==> src/rtl/ctrl_pipe_hazard.sv <==
// ctrl_pipe_hazard: MIPS control decode, stage control pipeline, load-use stall, branch/jump flush and event counters
module ctrl_pipe_hazard #(
  parameter int OP_W  = 6,
  parameter int FN_W  = 6,
  parameter int RG_W  = 5,
  parameter int CNT_W = 16
) (
  input  logic             clk,
  input  logic             reset,
  input  logic [OP_W-1:0]  opcode,
  input  logic [FN_W-1:0]  funct,
  input  logic [RG_W-1:0]  rs,
  input  logic [RG_W-1:0]  rt,
  input  logic [RG_W-1:0]  rd,
  input  logic             zero_ex,
  output logic [1:0]       SEL_DIR,
  output logic             resetIF,
  output logic             pc_stall,
  output logic [4:0]       ctrl_EXE,
  output logic [2:0]       ctrl_MEM,
  output logic [1:0]       ctrl_WB,
  output logic [RG_W-1:0]  wb_dst,
  output logic             illegal,
  output logic [CNT_W-1:0] stall_cnt,
  output logic [CNT_W-1:0] flush_cnt
);
  localparam logic [OP_W-1:0] OP_R    = OP_W'('h00);
  localparam logic [OP_W-1:0] OP_J    = OP_W'('h02);
  localparam logic [OP_W-1:0] OP_BEQ  = OP_W'('h04);
  localparam logic [OP_W-1:0] OP_ADDI = OP_W'('h08);
  localparam logic [OP_W-1:0] OP_SLTI = OP_W'('h0A);
  localparam logic [OP_W-1:0] OP_LW   = OP_W'('h23);
  localparam logic [OP_W-1:0] OP_SW   = OP_W'('h2B);
  localparam logic [FN_W-1:0] FN_ADD  = FN_W'('h20);
  localparam logic [FN_W-1:0] FN_SUB  = FN_W'('h22);
  localparam logic [FN_W-1:0] FN_AND  = FN_W'('h24);
  localparam logic [FN_W-1:0] FN_OR   = FN_W'('h25);
  localparam logic [FN_W-1:0] FN_SLT  = FN_W'('h2A);
  logic [9:0]       w_bundle;
  logic             w_illegal;
  logic [RG_W-1:0]  w_dst;
  logic             w_reads_rt;
  logic             w_br;
  logic             w_jmp;
  logic             w_stall;
  logic             w_kill;
  logic [4:0]       r_ex_exe;
  logic [2:0]       r_ex_mem;
  logic [1:0]       r_ex_wb;
  logic [RG_W-1:0]  r_ex_dst;
  logic [RG_W-1:0]  r_ex_rt;
  logic [2:0]       r_mem_mem;
  logic [1:0]       r_mem_wb;
  logic [RG_W-1:0]  r_mem_dst;
  logic [1:0]       r_wb_wb;
  logic [RG_W-1:0]  r_wb_dst;
  logic [CNT_W-1:0] r_stall_cnt;
  logic [CNT_W-1:0] r_flush_cnt;
  // ID decode into {RegDst, ALUSrc, ALUOp[2:0], MemRead, MemWrite, Branch, RegWrite, MemToReg}
  always_comb begin
    w_bundle  = '0;
    w_illegal = 1'b0;
    case (opcode)
      OP_R:
        case (funct)
          FN_ADD:  w_bundle = 10'b10_000_000_10;
          FN_SUB:  w_bundle = 10'b10_001_000_10;
          FN_AND:  w_bundle = 10'b10_010_000_10;
          FN_OR:   w_bundle = 10'b10_011_000_10;
          FN_SLT:  w_bundle = 10'b10_100_000_10;
          default: w_illegal = 1'b1;
        endcase
      OP_ADDI: w_bundle = 10'b01_000_000_10;
      OP_SLTI: w_bundle = 10'b01_100_000_10;
      OP_LW:   w_bundle = 10'b01_000_100_11;
      OP_SW:   w_bundle = 10'b01_000_010_00;
      OP_BEQ:  w_bundle = 10'b00_001_001_00;
      OP_J:    w_bundle = '0;
      default: w_illegal = 1'b1;
    endcase
  end
  assign w_dst      = w_illegal ? '0 : w_bundle[9] ? rd : rt;
  assign w_reads_rt = opcode == OP_R || opcode == OP_SW || opcode == OP_BEQ;
  assign w_br       = r_ex_mem[0] && zero_ex;
  assign w_jmp      = !w_br && opcode == OP_J;
  assign w_stall    = !w_br && !w_jmp && r_ex_mem[2] && r_ex_rt != '0 &&
                      (r_ex_rt == rs || (w_reads_rt && r_ex_rt == rt));
  assign w_kill     = w_br || w_jmp || w_stall;
  assign SEL_DIR    = reset ? 2'b00 : w_br ? 2'b01 : w_jmp ? 2'b10 : 2'b00;
  assign resetIF    = reset || w_br || w_jmp;
  assign pc_stall   = !reset && w_stall;
  assign illegal    = w_illegal;
  assign ctrl_EXE   = r_ex_exe;
  assign ctrl_MEM   = r_mem_mem;
  assign ctrl_WB    = r_wb_wb;
  assign wb_dst     = r_wb_dst;
  assign stall_cnt  = r_stall_cnt;
  assign flush_cnt  = r_flush_cnt;
  // stage registers: ID/EX takes the decode or a bubble, later stages always advance
  always_ff @(posedge clk) begin
    if (reset) begin
      r_ex_exe  <= '0;
      r_ex_mem  <= '0;
      r_ex_wb   <= '0;
      r_ex_dst  <= '0;
      r_ex_rt   <= '0;
      r_mem_mem <= '0;
      r_mem_wb  <= '0;
      r_mem_dst <= '0;
      r_wb_wb   <= '0;
      r_wb_dst  <= '0;
    end else begin
      {r_ex_exe, r_ex_mem, r_ex_wb} <= w_kill ? '0 : w_bundle;
      r_ex_dst  <= w_kill ? '0 : w_dst;
      r_ex_rt   <= w_kill ? '0 : rt;
      r_mem_mem <= r_ex_mem;
      r_mem_wb  <= r_ex_wb;
      r_mem_dst <= r_ex_dst;
      r_wb_wb   <= r_mem_wb;
      r_wb_dst  <= r_mem_dst;
    end
  end
  // saturating debug counters of stall and flush cycles
  always_ff @(posedge clk) begin
    if (reset) begin
      r_stall_cnt <= '0;
      r_flush_cnt <= '0;
    end else begin
      if (w_stall && !(&r_stall_cnt)) r_stall_cnt <= r_stall_cnt + CNT_W'(1);
      if ((w_br || w_jmp) && !(&r_flush_cnt)) r_flush_cnt <= r_flush_cnt + CNT_W'(1);
    end
  end
endmodule
==> config.mk <==
export PLATFORM = sky130hd
export DESIGN_NAME = ctrl_pipe_hazard
export DESIGN_NICKNAME = d
export VERILOG_FILES = /design/src/rtl/ctrl_pipe_hazard.sv
export SDC_FILE = /design/constraint.sdc
export NUM_CORES = 1
export LEC_CHECK = 0
export CORE_ASPECT_RATIO = 0.6
export CORE_UTILIZATION = 43
export CTS_CLUSTER_SIZE = 25
export DETAILED_ROUTE_END_ITERATION = 8
export HOLD_SLACK_MARGIN = 0.15
export PLACE_DENSITY = 0.75
export SYNTH_ARGS = -nofsm -noshare
export SYNTH_HDL_FRONTEND = slang
export SYNTH_SLANG_ARGS = --single-unit
==> constraint.sdc <==
create_clock -name clk -period 2.1 [get_ports clk]
set_input_delay 0.42 -clock clk [delete_from_list [all_inputs] [get_ports clk]]
set_output_delay 0.42 -clock clk [all_outputs]
set_load 0.005 [all_outputs]
Word-level counts from Yosys, hierarchy flattened

Index checks and enable logic that the tools add are counted.

Eq/ne operators: 13
Reductions and logical operators: 30
Muxes and demuxes: 8
Add/subtract/negate cells: 2

Operators with widths:

| operator                                                               | number |
|---|---|
| 10-bit case mux with 6 select lines                                    | 1 |
| 10-bit case mux with 5 select lines                                    | 1 |
| 6-bit equality test (second input constant)                            | 7 |
| 16-bit by 1-bit adder with 16-bit output (second input constant)       | 2 |
| 16-bit AND reduction                                                   | 2 |
| 6-bit by 4-bit equality test with 1-bit output (second input constant) | 2 |
| 5-bit equality test                                                    | 2 |
| 1-bit logical AND                                                      | 10 |
| 1-bit logical OR                                                       | 7 |
| 6-bit by 2-bit equality test with 1-bit output (second input constant) | 1 |
| 6-bit by 3-bit equality test with 1-bit output (second input constant) | 1 |
| 6-bit zero test                                                        | 1 |
| 2-bit two-way mux                                                      | 3 |
| 6-bit OR reduction                                                     | 1 |
| 1-bit zero test                                                        | 5 |
| 5-bit two-way mux                                                      | 1 |
| 5-bit nonzero test                                                     | 1 |
| 5-bit OR reduction                                                     | 1 |
| 3-bit OR reduction                                                     | 1 |
| 1-bit case mux with 2 select lines                                     | 1 |
| 2-bit OR reduction                                                     | 1 |
| 1-bit two-way mux                                                      | 1 |

Bits in registers: 69
Logic and storage cells: 65
Output and inout port bits: 52

Logic depth before layout (Yosys ltp)

Gate-level depths: netlist of run 1.

Depth in word-level cells: 10
Mapped depth: 8

Worst setup path before layout of run 1

No wires, ideal clock.

Path kind: input-to-reg
From: in opcode[1]
To: reg r_stall_cnt[15], in the netlist stall_cnt[15]
Path buffers: 2
Stages: 8
Data arrival time: 2.132 ns
Setup slack: -0.152 ns
Cell sequence: buf_4 -> and4b_4 -> nand2_2 -> a2111oi_4 -> o21ai_2 -> buf_6 -> nor4_1 -> mux2_2

Word-level cells in the longest chain between the ends: 8

RTL lines:

| element                                        | RTL line | source |
|---|---|---|
| start: declaration                             | 10       | `input logic [OP_W-1:0] opcode,` |
| 6-bit by 2-bit equality test with 1-bit output | 85       | `assign w_jmp = !w_br && opcode == OP_J;` |
| 1-bit logical AND                              | 85       |  |
| 1-bit zero test                                | 86       | `assign w_stall = !w_br && !w_jmp && r_ex_mem[2] && r_ex_rt != '0 &&` |
| 1-bit logical AND (3 in series)                | 86       |  |
| 1-bit logical AND *                            | 86       |  |
| 1-bit logical AND *                            | 129      | `if (w_stall && !(&r_stall_cnt)) r_stall_cnt <= r_stall_cnt + CNT_W'(1);` |
| end signal: assignment                         | 129      |  |
| end: declaration                               | 57       | `logic [CNT_W-1:0] r_stall_cnt;` |

Every way passes the cells marked *; elsewhere a longest branch is shown, timed or not.
A chain may end at the register's enable or synchronous reset.

Final worst setup path of run 1

From: reg r_ex_rt[1]
To: out pc_stall

Word-level cells in the longest chain between the ends: 5

RTL lines:

| element                  | RTL line | source |
|---|---|---|
| start: declaration       | 51       | `logic [RG_W-1:0] r_ex_rt;` |
| start signal: assignment | 115      | `r_ex_rt <= w_kill ? '0 : rt;` |
| 5-bit equality test      | 87       | `(r_ex_rt == rs \|\| (w_reads_rt && r_ex_rt == rt));` |
| 1-bit logical AND        | 87       |  |
| 1-bit logical OR         | 87       |  |
| 1-bit logical AND *      | 86       |  |
| 1-bit logical AND *      | 91       | `assign pc_stall = !reset && w_stall;` |
| end: declaration         | 18       | `output logic pc_stall,` |

Marked as above.

==> results of run 1 <==
[cells in the mapped netlist, types with 2 or more instances]
master	n	area [um2]
o31ai_1	5	37.5
buf_6	2	22.5
xnor2_1	15	131
ha_1	2	25.0
nor3_1	9	45.0
buf_4	2	15.0
o21ai_2	2	17.5
nor2_1	39	146
a211o_1	2	17.5
or4_1	5	37.5
nand4_1	15	93.8
and3_1	8	50.1
a21oi_1	21	105
dfxtp_1	67	1340
and4_1	2	17.5
nand2_1	24	90.1
clkbuf_1	9	33.8
xor2_1	10	87.6
nor4_1	4	25.0
nor4b_1	3	26.3
o31a_1	2	17.5
mux2_2	2	22.5
inv_1	4	15.0
or3_1	8	50.1
nand3_1	8	40.0
o21ai_0	14	70.1
nand2b_1	7	43.8
nand3b_1	2	15.0
mux2i_1	7	70.1
nor2b_1	20	125
[cell usage in the layout (no fill, tap or decap), drive strengths merged, types with 8 or more instances in the layout]
master and instances:
or3 8, a21oi 21, nor2 39, buf 67, clkdlybuf4s50 58, nand4 15, xor2 10, dlygate4sd2 11
o21ai 16, clkbuf 10, dfxtp 67, nor3 9, nor2b 20, xnor2 15, and3 8, nand3 8
nand2 25
[power by group]
group	internal (mW)	switching, mW
Combinational	0.131	0.121
Clock	0.923	0.574
Sequential	1.28	0.00788
Total	2.34	0.703
[cell families (layout without fill, tap and decap cells)]
family          count (synthesis)  count (layout)
flops                          67              67
xor+xnor                       25              25
fa+ha+maj                       2               2
buf+inv                        17             160
simple gates                  163             163
compound gates                 48              48
mux                             9               9
[flip-flops by register name, indices dropped and copies added (netlist names)]
| register | flops |
|---|---|
| ctrl_EXE | 5 |
| r_ex_wb | 2 |
| ctrl_MEM | 2 |
| wb_dst | 5 |
| r_mem_dst | 5 |
| r_mem_wb | 2 |
| flush_cnt | 16 |
| ctrl_WB | 2 |
| r_ex_mem | 2 |
| r_ex_dst | 5 |
| r_ex_rt | 5 |
| stall_cnt | 16 |
[routing by layer]
metal  wire (um)  vias to the layer above  track usage, %
met5           0                        -               0
met4         143                        0            9.97
met3         544                       13            6.01
met2        3660                      120            38.0
met1        4410                     1408            37.7
li1            -                     1443               -
[path summary, 6_finish.rpt]
kind,from,slack [ns],cells past startpoint,to
max reg2reg,r_ex_rt[4],0.03,7,stall_cnt[12]
max,r_ex_rt[1],-0.02,6,pc_stall
min,reset,0.36,2,ctrl_MEM[0]
min reg2reg,r_ex_dst[2],0.44,1,r_mem_dst[2]
[repair_timing]
item,CTS,global route
endpoints found under the hold margin,0,0
endpoints found under the setup margin,38,30
gates resized for setup,62,23
pin swaps,18,11
setup buffers,9,0
[layout make-up]
type                       instances  area (um2)  share of cell area (%)
multi-input combinational        247        1690                    36.0
timing repair buffer             140        1230                    26.3
sequential                        67        1350                    28.7
tap                               84         105                    2.24
inverter                           4        15.0                   0.321
clock inverter                     7        76.3                    1.63
clock buffer                       9         225                    4.81
==> metrics.md, run 1 <==
| Metric | Value |
|---|---|
| Status | finished, violations left |
| Failing checks | setup timing |
| CTS H-tree depth | 3 |
| Setup TNS | -0.0397 ns |
| CP bufs+invs | 1 |
| Area share of xor/xnor cells in the synthesized design | about 7.4% |
| Routed wire length | a little under 9000 um |
| Fin util | roughly three quarters |
| Placed inst area | between 4000 and 5000 um2 |
| Initial Util | a little under half |
| EDFF count, synth | 0 |
| Number of global-route vias before repair | approximately 2800 |
| Diodes inserted | 0 |
| Clk Latency, worst-skew pair | 0.33 ns |
| Clk sinks | 67 |
| Synth cell types | 41 |
| CTS root buf | clkbuf_16 |
| Unrepaired setup endpoints after global routing | true |
| HPWL Detailed | around 6400 um |
| Final setup skew | 0.00436 ns |
| Filler instances | 467 |
| Period minus WS final | around 2.1 ns |
| First-pass GRT wire length | ~14000 um |
| Delay-heaviest family, CP | simple AND/OR/NAND/NOR gates |
| Yosys warns | 0 |
| Final Setup Violations | 2 |
| PD cells | 649 nW/um2 |
| Post-synthesis compound-gate area fraction | about 10% |
| Cell Chain, Critical Path | or4_4 -> o21ai_4 -> nor2_2 -> o21ai_2 -> nor2_1 -> buf_2 |
| Cts hold-fix bufs | 0 |
| Worst Hold Class | input pin to register |
| Critical path required time | 1.68 ns |
| Total core area | about 6400 um2 |
| DR vias/cell | 5.35 |
| Die area | 7230 um2 |
| Gp weighted congestion | ~0.86 |
| WL per Instance | 15.7 um |
| Initial DRC Count | about 190 |
| Mux contribution to synthesized area | 3.13% |
| Max capacitance violation total | 0 |
| Die Wd | between 100 and 150 um |
| CTS tree | built |
| Cells after synthesis | roughly 330 |
| Final WS setup | -0.0232 ns |
| WS Path Type | register to output pin |
| Sequential fraction of the synthesis area | 45.3% |
| Leak | around 1.7 nW |
| Top Ports | 82 |
| Via count | 2984 |
| Syn_nets | 363 |
| Pre-CTS setup slack | -0.685 ns |
| Site row count | 22 |
| Slew Viols, Final | 0 |
| Max frequency | 471 MHz |
| Routed Antenna Nets | 0 |
| Layout area overhead | 58.3% |
| Initial antenna violation count | 0 |
| DRT Pass-1 Iters | 4 |
| Post-Syn Area | between 2000 and 3000 um2 |
| Nets | 501 |
| Crit path capture type | output pin |
| Worst path slowest cell | or4_4 |
| Worst Path Arrival | between 1.5 and 2 ns |
| Synth Area in Adders | 0.846% |
| Critical path startpoint category | register |
| Async SR Flop Fraction | 0% |
| CTS Buf Count | 9 |
| Mapped Avg Cell Area | between 8 and 9 um2 |
| Slowest cell delay on critical path | approximately 0.55 ns |
| Worst Path Max Fanout | 3 |
| Total GRT Usage | 26.3% |
| Total power draw | roughly 3 mW |
| Layout cells sized above 1 | about a quarter |
| Placed cell count | 533 |
| Worst vdd ir | approximately 0.48 mV |
| Final Non-Filler Cells | ~560 |
| Total gr overflow | 0 |
| Combinational family with the most area after synthesis | simple AND/OR/NAND/NOR gates |
| Slew margin rel. | 55.1% |
| PortBufs | 81 |
| Reg clk slew, reported paths | about 0.06 ns |
| Drt drc | 0 |
| Clock Path Buffers | 2 |
| Final Cell Area | between 4000 and 5000 um2 |
| Simple-Gate Fraction of Synth Area | a little under a third |
| Die H | ~66 um |
| Measured slew at the worst slew-check pin | approximately 0.67 ns |
| Main synth FF type | dfxtp_1 |
| Tightest hold margin | roughly 0.36 ns |
| Pin count of the biggest net entering global routing | 29 |
| Synthesized flop and latch total | 67 |
| Final Cycle Share | 101% |
| Final hold vios | 0 |
No activity file was read; power rests on OpenSTA's default activity.
==> run 2: changes to the inputs <==
--- a/config.mk
+++ b/config.mk
@@ -6,11 +6,11 @@
 export NUM_CORES = 1
 export LEC_CHECK = 0
 export CORE_ASPECT_RATIO = 0.6
-export CORE_UTILIZATION = 43
+export CORE_UTILIZATION = 48
 export CTS_CLUSTER_SIZE = 25
 export DETAILED_ROUTE_END_ITERATION = 8
 export HOLD_SLACK_MARGIN = 0.15
-export PLACE_DENSITY = 0.75
+export PLACE_DENSITY = 0.79
 export SYNTH_ARGS = -nofsm -noshare
 export SYNTH_HDL_FRONTEND = slang
 export SYNTH_SLANG_ARGS = --single-unit
==> constraint.sdc (replaced) <==
create_clock -name clk -period 2.2 [get_ports clk]
set_input_delay 0.44 -clock clk [delete_from_list [all_inputs] [get_ports clk]]
set_output_delay 0.44 -clock clk [all_outputs]
set_load 0.005 [all_outputs]
==> run 2 against run 1 <==
  * The flow still finishes with violations (setup timing)
  * Clock skew increased by 0.0031 ns
  * Worst setup slack worse by 0.029 ns
  * Sequential share of layout area grew 0.83 points
  * Largest cell class unchanged
  * Non-clock buffer count increased by 2
  * Core utilization grew 5.6 points
==> metrics.md, run 2 (synthesized netlist as in run 1, its figures left out) <==
| Metric | Value |
|---|---|
| Nets | 503 (+0.40%) |
| Initial antenna violation count | 0 (unchanged) |
| HPWL Detailed | 5990 um (-6.4%) |
| WS Path Type | register to output pin |
| Total power draw | 2.50 mW (-18%) |
| Routed Antenna Nets | 0 (unchanged) |
| Die H | 62.8 um (-5.2%) |
| Failing checks | setup timing |
| Measured slew at the worst slew-check pin | 0.717 ns (+0.0461 ns) |
| Initial DRC Count | 233 (+24%) |
| Top Ports | 82 (unchanged) |
| Die area | 6490 um2 (-10%) |
| Clk Latency, worst-skew pair | 0.35 ns (+0.02 ns) |
| Worst Hold Class | register to register |
| Final hold vios | 0 (unchanged) |
| Critical path required time | 1.76 ns (+0.08 ns) |
| Slew margin rel. | 52.0% (-3.1 points) |
| Reg clk slew, reported paths | 0.08 ns (+0.02 ns) |
| Drt drc | 0 (unchanged) |
| Clk sinks | 67 (unchanged) |
| PortBufs | 81 (unchanged) |
| Worst R2R Path Depth | 8 (+1) |
| Initial Util | 51.4% (+4.9 points) |
| Max frequency | about 440 MHz |
| Die Wd | 103 um (-5.3%) |
| Hold path cells | 1 (-1) |
| CTS Buf Count | 9 (unchanged) |
| CTS root buf | clkbuf_8 |
| Pin count of the biggest net entering global routing | 35 (+21%) |
| Diodes inserted | 0 (unchanged) |
| DRT Pass-1 Iters | 5 (+1) |
| Worst Path Arrival | 1.81 ns (+0.11 ns) |
| Site row count | 21 (-4.5%) |
| Via count | 3069 (+2.8%) |
| Total GRT Usage | 28.8% (+2.4 points) |
| Critical path startpoint category | register |
| Most frequent cells in the layout | 64 x clkdlybuf4s50_1, 62 x dfxtp_1, 57 x buf_4 |
| Total core area | 5750 um2 (-9.5%) |
| First-pass GRT wire length | 14100 um (about the same) |
| Filler instances | 350 (-25%) |
| CTS tree | built |
| Final setup skew | 0.00743 ns (+0.00307 ns) |
| Setup TNS | -0.103 ns (-0.0633 ns) |
| Status | finished, violations left |
| Final Cycle Share | 102% |
| Period minus WS final | 2.25 ns |
| Commonest non-fill, non-tap cell in the layout | clkdlybuf4s50_1 |
| Final Cell Area | 4560 um2 (-2.6%) |
| Worst vdd ir | 0.282 mV (-42%) |
| Total gr overflow | 0 (unchanged) |
| Gp weighted congestion | 0.929 (+8.2%) |
| Layout area overhead | 54.1% |
| CTS H-tree depth | 3 (unchanged) |
| Crit path capture type | output pin |
| FF-to-FF setup slack | -0.05 ns (-0.08 ns) |
| Routed wire length | 9370 um (+7.0%) |
| Tightest hold margin | 0.439 ns (+0.0747 ns) |
| Placed inst area | 4180 um2 (-0.71%) |
| Leak | 1.70 nW (-2.5%) |
| Slew Viols, Final | 0 (unchanged) |
| PD cells | 548 nW/um2 (-16%) |
| Clock Path Buffers | 2 (unchanged) |
| DR vias/cell | 5.52 (+3.2%) |
| Unrepaired setup endpoints after global routing | true |
| Layout cells sized above 1 | 25.6% (-0.32 points) |
| Max capacitance violation total | 0 (unchanged) |
| Final Setup Violations | 2 (unchanged) |
| Final WS setup | -0.0522 ns (-0.0290 ns) |
| Worst Path Max Fanout | 3 (unchanged) |
| WL per Instance | 16.8 um (+7.4%) |
| Number of global-route vias before repair | 2865 (+1.2%) |
==> run 2: changes by cell type in the layout (fill, tap and decap cells not counted), sizes merged <==
cell           delta
buf               -3
clkbuf            +6
clkdlybuf4s15     +1
clkdlybuf4s50     +6
clkinvlp          -1
dlygate4sd2       -7
==> run 2: path summary, 6_finish.rpt <==
| kind | startpoint | to |
|---|---|---|
| setup / recovery | r_ex_rt[1] | pc_stall |
| hold / removal | r_mem_dst[2] | wb_dst[2] |
| setup reg to reg | r_ex_rt[1] | ctrl_EXE[0] |
| hold reg to reg | r_mem_dst[2] | wb_dst[2] |
==> run 2: final cells by class <==
type	count	area, um2	share of cell area, %
clock buffers	10	128	2.80
repair buffers	142	1240	27.1
clock inverters	6	65.1	1.43
multi-input cells	247	1670	36.6
flip-flops and latches	67	1350	29.5
well taps	80	100	2.19
inverters	4	15.0	0.329
==> run 2: repair_timing <==
item,4_1_cts,5_1_grt
hold buffers,0,0
pin swaps,13,18
setup buffers,8,3
setup endpoints to repair,35,27
resized for setup,44,35
==> run 2: layer usage <==
layer	GRT usage (%)	vias to the layer above	wire [um]
li1	-	1444	-
met1	39.7	1412	4090
met2	39.6	170	3940
met3	10.3	43	948
met4	12.9	0	388
met5	0	-	0
==> run 2: worst max-delay path, cell delays in order, from the launching register on <==
cell and delay, ns:
dfxtp_2 0.37, or4_4 0.55, o21ai_4 0.19, nor2_2 0.07, o21ai_2 0.07, nor2_1 0.08
buf_2 0.14
==> run 2: power by group <==
group	internal (mW)	leakage, nW	switching (mW)	total [mW]
sequential	1.22	0.543	0.00902	1.23
clock	0.526	0.0966	0.491	1.02
combinational	0.133	1.06	0.116	0.249
==> run 2: through the flow <==
| stage | worst slack (ns) | std cells | utilization [%] |
|---|---|---|---|
| finish | -0.0522 | 556 | 79.3 |
| global route | -0.171 | 556 | 79.3 |
| CTS | -0.0207 | 553 | 77.6 |
| detailed placement | -0.693 | 529 | 72.6 |
| global placement | -0.649 | 529 | 72.6 |
| floorplan | -0.0286 | 331 | - |
